### src/rtl/apb_reg_slave.sv
// apb_reg_slave: APB register file with byte strobes, programmable wait states and read-only status registers
module apb_reg_slave #(
    parameter int ADDR_W = 12,
    parameter int DATA_W = 32,
    parameter int NUM_REGS = 8,
    parameter int WAIT_STATES = 0,
    parameter logic [NUM_REGS-1:0] RO_MASK = NUM_REGS'(8'h80),
    parameter logic [DATA_W-1:0] RESET_VAL = '0
) (
    input  logic                       PCLK,
    input  logic                       PRESET,
    input  logic                       PSEL,
    input  logic                       PENABLE,
    input  logic                       PWRITE,
    input  logic [ADDR_W-1:0]          PADDR,
    input  logic [DATA_W-1:0]          PWDATA,
    input  logic [DATA_W/8-1:0]        PSTRB,
    output logic [DATA_W-1:0]          PRDATA,
    output logic                       PREADY,
    output logic                       PSLVERR,
    input  logic [NUM_REGS*DATA_W-1:0] status_in,
    output logic [NUM_REGS*DATA_W-1:0] reg_q,
    output logic [NUM_REGS-1:0]        reg_wr_pulse
);
    localparam int LANES = DATA_W / 8;
    localparam int AL = $clog2(LANES);
    localparam int IW = NUM_REGS > 1 ? $clog2(NUM_REGS) : 1;

    typedef enum logic {IDLE, ACCESS} state_t;

    state_t state, state_d;
    logic [3:0] wait_cnt, wait_d;
    logic [IW-1:0] idx_q;
    logic write_q, err_q;
    logic [DATA_W-1:0] rdata_q;
    logic [DATA_W-1:0] regs [NUM_REGS];
    logic [ADDR_W-1:0] full_idx;
    logic [IW-1:0] idx;
    logic valid, setup, done, commit;

    assign full_idx = PADDR >> AL;
    assign idx = full_idx[IW-1:0];
    assign valid = ((PADDR & ADDR_W'(LANES - 1)) == '0) && (int'(full_idx) < NUM_REGS);
    assign setup = state == IDLE && PSEL && !PENABLE;
    assign PREADY = state == ACCESS && wait_cnt == 4'd0;
    assign done = PREADY && PSEL && PENABLE;
    assign commit = done && write_q && !err_q;
    assign PSLVERR = PREADY && err_q;
    assign PRDATA = PREADY && !write_q && !err_q ? rdata_q : '0;

    always_ff @(posedge PCLK) begin
        if (PRESET) begin
            state <= IDLE;
            wait_cnt <= 4'd0;
        end else begin
            state <= state_d;
            wait_cnt <= wait_d;
        end
    end

    // Dropping PSEL mid-access abandons the transfer silently
    always_comb begin
        state_d = state;
        wait_d = wait_cnt;
        if (setup) begin
            state_d = ACCESS;
            wait_d = 4'(WAIT_STATES);
        end else if (state == ACCESS) begin
            if (!PSEL || done) begin
                state_d = IDLE;
                wait_d = 4'd0;
            end else if (wait_cnt != 4'd0) begin
                wait_d = wait_cnt - 4'd1;
            end
        end
    end

    // Read data is snapshotted at setup so it stays stable through wait states
    always_ff @(posedge PCLK) begin
        if (PRESET) begin
            idx_q <= '0;
            write_q <= 1'b0;
            err_q <= 1'b0;
            rdata_q <= '0;
        end else if (setup) begin
            idx_q <= idx;
            write_q <= PWRITE;
            err_q <= !valid || (PWRITE && RO_MASK[idx]);
            rdata_q <= !valid ? '0 : RO_MASK[idx] ? status_in[idx*DATA_W +: DATA_W] : regs[idx];
        end
    end

    always_ff @(posedge PCLK) begin
        if (PRESET) begin
            for (int i = 0; i < NUM_REGS; i++) regs[i] <= RESET_VAL;
            reg_wr_pulse <= '0;
        end else begin
            reg_wr_pulse <= commit ? NUM_REGS'(1) << idx_q : '0;
            if (commit)
                for (int k = 0; k < LANES; k++)
                    if (PSTRB[k]) regs[idx_q][8*k +: 8] <= PWDATA[8*k +: 8];
        end
    end

    for (genvar i = 0; i < NUM_REGS; i++) begin : g_q
        assign reg_q[i*DATA_W +: DATA_W] = RO_MASK[i] ? '0 : regs[i];
    end
endmodule

### config.mk
export PLATFORM = sky130hd
export DESIGN_NAME = apb_reg_slave
export DESIGN_NICKNAME = d
export VERILOG_FILES = /design/src/rtl/apb_reg_slave.sv
export SDC_FILE = /design/constraint.sdc
export NUM_CORES = 1
export LEC_CHECK = 0
export ABC_AREA = 0
export BUFFER_PORTS_ARGS = -buffer_cell sky130_fd_sc_hd__buf_2
export CAP_MARGIN = 20
export CELL_PAD_IN_SITES_DETAIL_PLACEMENT = 1
export CELL_PAD_IN_SITES_GLOBAL_PLACEMENT = 1
export CORE_AREA = 3 3 233 235
export DETAILED_ROUTE_END_ITERATION = 6
export DIE_AREA = 0 0 236 238
export GPL_TIMING_DRIVEN = 0
export PLACE_DENSITY_LB_ADDON = 0.1
export SYNTH_ARGS = -nofsm -noshare
export SYNTH_HDL_FRONTEND = slang
export SYNTH_SLANG_ARGS = --single-unit
### constraint.sdc
create_clock -name PCLK -period 3.2 [get_ports PCLK]
set_input_delay 0.8 -clock PCLK [delete_from_list [all_inputs] [get_ports PCLK]]
set_output_delay 0.8 -clock PCLK [all_outputs]
set_load 0.1 [all_outputs]
* Yosys cells after proc, flatten, opt, wreduce, memory -nomap -nowiden
Memories as Yosys holds them, arrays and structs flattened. Cells that the tools add are included.
Operators by class: $add $sub $neg 1, magnitude comparators 2, shifts and indexed selects 2, muxes and demuxes 30, bitwise gates (word level) 2, reduce and logical (&&, ||, !) cells 27
Operator list (number):
- 256-bit by 9-bit variable part select with 32-bit output | 1
- 32-bit two-way mux | 4
- 32-bit OR reduction | 1
- 1-bit two-way mux | 22
- 1-bit logical AND | 12
- 12-bit logical NOT | 1
- 4-bit two-way mux | 3
- 10-bit by 4-bit < comparator with 1-bit output, second input constant | 1
- 1-bit by 3-bit << shifter with 8-bit output, first input constant | 1
- 1-bit logical NOT | 5
- 4-bit logical NOT | 1
- 3-bit by 4-bit < comparator with 1-bit output, second input constant | 1
- 4-bit nonzero test | 1
- 2-bit OR reduction | 2
- 4-bit by 1-bit subtractor with 4-bit output, second input constant | 1
- 3-bit two-way mux | 1
- 1-bit logical OR | 2
- 1-bit inverter | 2
- 2-bit AND reduction | 1
- 2-bit nonzero test | 1
Storage, ports and cells: bits in registers 50, bits in writable memories 256, ROM bits 8, input port bits 309, memories 2
Memories:
- regs | words 8, width 32, rd ports 8, clocked after memory_dff 0, wr ports 8, line 36 | logic [DATA_W-1:0] regs [NUM_REGS];
- (no name shown) | words 8, width 1, rd ports 1, clocked after memory_dff 0, wr ports 0, line 89 | rdata_q <= !valid ? '0 : RO_MASK[idx] ? status_in[idx*DATA_W +: DATA_W] : regs[idx];

* Logic depth before layout (Yosys ltp)
depth after elaboration 11, gate-level depth with buffers 8, gate-level depth less buffers 6

* Least setup slack after synthesis
No wires, ideal clock.
path kind register -> output, from reg wait_cnt[0], to out PSLVERR, arrival time 2.212 ns, required time 2.400 ns, setup slack 0.188 ns, stages on the path, launching flop included 6, path buffers 0, cell sequence dfxtp_1 > inv_1 > ha_1 > nand4bb_4 > inv_1 > and2_1
Between the ends: longest elaborated chain between the ends 3
RTL lines:
- start: declaration | line 32 | logic [3:0] wait_cnt, wait_d;
- start signal: assignment | line 57 | wait_cnt <= wait_d;
- 4-bit logical NOT | line 45 | assign PREADY = state == ACCESS && wait_cnt == 4'd0;
- 1-bit logical AND | line 45
- net PREADY | line 19 | output logic PREADY,
- 1-bit logical AND | line 48 | assign PSLVERR = PREADY && err_q;
- end: declaration | line 20 | output logic PSLVERR,
The timed path passes the listed nets, and every way through them passes these cells.

* Worst setup path in the final report
from reg wait_cnt[0], to out PRDATA[16]
Between the ends: longest elaborated chain between the ends 5
RTL lines:
- 4-bit logical NOT | line 45
- 1-bit logical AND | line 45
- 1-bit logical AND (2 in series) | line 49 | assign PRDATA = PREADY && !write_q && !err_q ? rdata_q : '0;
- 32-bit two-way mux | line 49
- end: declaration | line 18 | output logic [DATA_W-1:0] PRDATA,
Every way passes these cells.

==> run summary <==
STA classifies the critical path startpoint as a register. The largest individual stage delay along the critical path comes from the cell sky130_fd_sc_hd__dfxtp_1. The die extent in y is 238 um. The final number of hold-violating endpoints is 0. The async set-or-reset flop fraction in the synthesized netlist is 0. The first-pass detailed-route iteration total came out at 5. The count of nets left with antenna violations once routing finished came out at 0. The worst-case clock buffer depth is 3.

The max-slew violation count is 0. The initial antenna violation count is 5. The cell area after synthesis came out at 13,200 sq um.

A synthesized cell averages 12.3 sq um. Counting every sink on the clock net gives 274. The number of global-route vias before repair is 11,000. The global-route usage over all layers came out at 0.212. The floorplan die area is 56,200 sq um. The category of the worst setup path capture point is a primary output. The final hold slack is 0.463 ns.

Prior to clock tree synthesis, the placed netlist has a worst setup slack of -0.591 ns. The routability congestion estimate from global placement came out at 0.794. Counting flops with a built-in enable in the synthesized netlist gives 224. The share of synthesized area occupied by flip-flops and latches is 0.584. The cell area after placement came out at 15,900 sq um. The run finished with clean final reports.

The floorplan step set the die width to 236 um. The critical path's top delay family is buffers and inverters. The actual transition at the worst max-transition pin is 1.09 ns. In the final routed layout, each cell accounts on average for 27.6 um. The final layout contains routed wiring with a total length of 61.0 mm. The data arrival time at the worst-slack endpoint is 2.29 ns.

The signal on the critical path passes through inv_1 > ha_2 > nand4bb_4 > nor3_4 > buf_12 > clkbuf_8 > and2_1 > buf_4. During synthesis, Yosys emitted a total of 0 warnings. Among all flip-flop cells after synthesis, the most frequent one is sky130_fd_sc_hd__edfxtp_1.

The portion of the clock cycle consumed by the worst path in the final layout is 0.965. TritonCTS built the clock tree. The first global-routing pass estimated 84.6 mm of wire.

After layout, the worst setup slack is 0.113 ns. The number of placed instances, taps included is 2,142. The share of layout cells above drive strength 1 is 0.351. The root buffer cell is sky130_fd_sc_hd__clkbuf_16. The vias per cell is 4.67. The worst path required time came out at 2.40 ns. Static timing analysis puts the maximum clock frequency at 324 MHz. The number of I/O pins came out at 607. The synthesized flop and latch total came out at 274.

The largest net degree at the start of global routing came out at 13. Setup repair after global routing could not meet its margin everywhere. Clock latency on the worst-skew pair, taken at its later pin, is 0.54 ns. The quantity of hold-fixing buffers added after cts is 0.

The shortest period the worst path allows is 3.09 ns. Counting every instance in the synthesized netlist gives 1,075. The number of max-cap violations came out at 0.

The detailed router finished its first iteration with 502 violations. The worst slew slack as a fraction of its limit came out at 0.274. The leakage power summed over all cells is 7.41 nW.

The count of non-filler cells in the finished layout came out at 2,215. The worst vdd rail ir drop is 0.276 mV. The number of different library cells in the post-synthesis netlist is 52. The wire-length estimate of the detail-placed layout is 45.5 mm. Together, buffers and inverters on the worst path number 4. The total grt overflow came out at 0. The count of nets after finishing came out at 1,807. After routing the design area is 17,600 sq um. The clock arrives with 0.0142 ns of skew.

For this run, the slowest stage of the critical path takes 0.34 ns. The total power per unit cell area came out at 555 nW/um^2. The worst min-delay path category is reg2reg.

The CTS buffer count came out at 36. The number of fill cells in the layout is 5,785. The core outline area came out at 52,400 sq um. Across all layers, the routed design uses 10,300 vias. The biggest fanout along the worst timing path is 5.

The port buffer count came out at 348. The number of failing setup endpoints in the final timing report is 0. The maximum level of the CTS H-tree is 2. The critical path is of the reg2out type. The number of DRC violations after detailed routing came out at 0.

Clock-pin slew was measured on the worst setup and hold paths at 0.06 ns. After floorplanning, the core was divided into 84 placement rows. The layout overhead on the synthesized area is 33.0%.

The starting density of the core came out at 0.252.
[cells in the mapped netlist (all sizes together) (2+ instances only)]
cell type / instances / share of area
dfxtp: 50 / 0.076
mux2i: 64 / 0.048
nor3b: 2 / 0.0011
nor3: 35 / 0.033
nor2: 19 / 0.0056
o22ai: 33 / 0.016
a221o: 16 / 0.012
a2111o: 14 / 0.012
o211ai: 13 / 0.0074
and2: 250 / 0.12
nand3: 3 / 0.0011
or2: 30 / 0.014
nor2b: 19 / 0.0090
a221oi: 16 / 0.011
nor4: 3 / 0.0014
a21oi: 31 / 0.012
o32ai: 16 / 0.011
nand2: 43 / 0.012
inv: 24 / 0.0068
buf: 55 / 0.029
ha: 2 / 0.0019
edfxtp: 224 / 0.51
a211oi: 2 / 0.0011
mux2: 17 / 0.014
clkbuf: 42 / 0.012
o21ai: 24 / 0.0091
and3: 8 / 0.0038
nand2b: 4 / 0.0019
[state kept, by name, indices dropped and copies added, names as in the netlist]
register / cells
write_q: 1
idx_q: 3
wait_cnt: 4
state: 1
regs: 224
reg_wr_pulse: 8
rdata_q: 32
err_q: 1
[tightest hold or removal path, cell delays in order (launching register included)]
cell and delay, ns:
sky130_fd_sc_hd__dfxtp_1 0.32, sky130_fd_sc_hd__nand2_1 0.05, sky130_fd_sc_hd__nand3_1 0.06
[metrics by stage]
| step | power [mW] | TNS (ns) | utilization |
|---|---|---|---|
| 2_1_floorplan | 5.31 | 0 | - |
| 3_3_place_gp | 5.76 | -20.96 | 0.304 |
| 3_5_place_dp | 5.77 | -22.00 | 0.304 |
| 4_1_cts | 9.89 | 0 | 0.332 |
| 5_1_grt | 10.1 | -0.0242 | 0.335 |
| 6_report | 9.77 | 0 | 0.336 |
[logic make-up (layout without fill, tap and decap cells)]
| logic type | after synthesis | count (layout) | synth area share |
|---|---|---|---|
| flops | 274 | 274 | 0.584 |
| buf+inv | 121 | 537 | 0.0480 |
| mux | 81 | 81 | 0.0629 |
| other cells | 1 | 37 | 0.000283 |
| simple gates | 423 | 423 | 0.208 |
| xor+xnor | 1 | 1 | 0.000662 |
| fa+ha+maj | 2 | 2 | 0.00189 |
| compound gates | 172 | 172 | 0.0946 |
[layout by cell type, fill, tap and decap left out, types with 6 or more instances in the layout]
master and instances:
sky130_fd_sc_hd__or2_2 14, sky130_fd_sc_hd__a221oi_1 16, sky130_fd_sc_hd__nor3_1 7, sky130_fd_sc_hd__and2_4 7
sky130_fd_sc_hd__o32ai_1 16, sky130_fd_sc_hd__and2_1 238, sky130_fd_sc_hd__buf_6 11, sky130_fd_sc_hd__buf_12 19
sky130_fd_sc_hd__nor2b_1 19, sky130_fd_sc_hd__nand2_1 43, sky130_fd_sc_hd__o22ai_1 33, sky130_fd_sc_hd__nor2_1 18
sky130_fd_sc_hd__a2111o_1 14, sky130_fd_sc_hd__buf_2 331, sky130_fd_sc_hd__dfxtp_1 50, sky130_fd_sc_hd__conb_1 32
sky130_fd_sc_hd__o211ai_1 13, sky130_fd_sc_hd__a21oi_1 31, sky130_fd_sc_hd__edfxtp_1 224, sky130_fd_sc_hd__nor3_2 7
sky130_fd_sc_hd__clkbuf_16 37, sky130_fd_sc_hd__or2_1 16, sky130_fd_sc_hd__and3_1 8, sky130_fd_sc_hd__mux2i_1 64
sky130_fd_sc_hd__clkbuf_1 46, sky130_fd_sc_hd__nor3_4 21, sky130_fd_sc_hd__o21ai_0 24, sky130_fd_sc_hd__clkbuf_8 8
sky130_fd_sc_hd__a221o_1 16, sky130_fd_sc_hd__mux2_2 17, sky130_fd_sc_hd__inv_1 24, sky130_fd_sc_hd__buf_4 38
sky130_fd_sc_hd__clkinv_1 6
[cell type report]
class	instances	area, sq um	area share
well taps	688	861	0.0489
clock buffers	49	1020	0.0580
inverters	24	90.1	0.00512
repair buffers	352	2150	0.122
plain buffers	97	574	0.0326
multi-input cells	711	5020	0.285
diodes	5	12.5	0.000711
clock inverters	15	146	0.00832
flip-flops and latches	274	7730	0.439
[layer usage]
metal / vias up / GRT usage / part of all wire
met1: 5255 / 0.281 / 0.45
met2: 305 / 0.357 / 0.48
li1: 4713 / - / -
met4: 4 / 0.0509 / 0.019
met5: - / 0 / 0.00043
met3: 66 / 0.0422 / 0.050
[final timing paths]
kind                                          startpoint                   endpoint  slack [ns]  depth (start not counted)
worst max-delay path            wait_cnt[0]$_SDFFE_PP0P_                 PRDATA[16]        0.11                          8
worst min-delay path            rdata_q[23]$_SDFFE_PP0P_   rdata_q[23]$_SDFFE_PP0P_        0.46                          2
worst max register to register  wait_cnt[0]$_SDFFE_PP0P_  regs[5][17]$_SDFFCE_PN0P_        0.17                          8
worst min register to register  rdata_q[23]$_SDFFE_PP0P_   rdata_q[23]$_SDFFE_PP0P_        0.46                          2
[power by group]
group	leakage (nW)	switching [mW]	internal, mW
clock network	0.576	1.61	2.47
logic	4.12	1.40	0.265
registers	2.72	0.0754	3.95
[repair_timing]
action / CTS / global route
cloned: 1 / 0
resized for setup: 86 / 39
pin swaps: 1 / 1
endpoints found under the setup margin: 32 / 32
setup buffers: 2 / 0
Note: power is estimated with default switching activity, not from simulation.
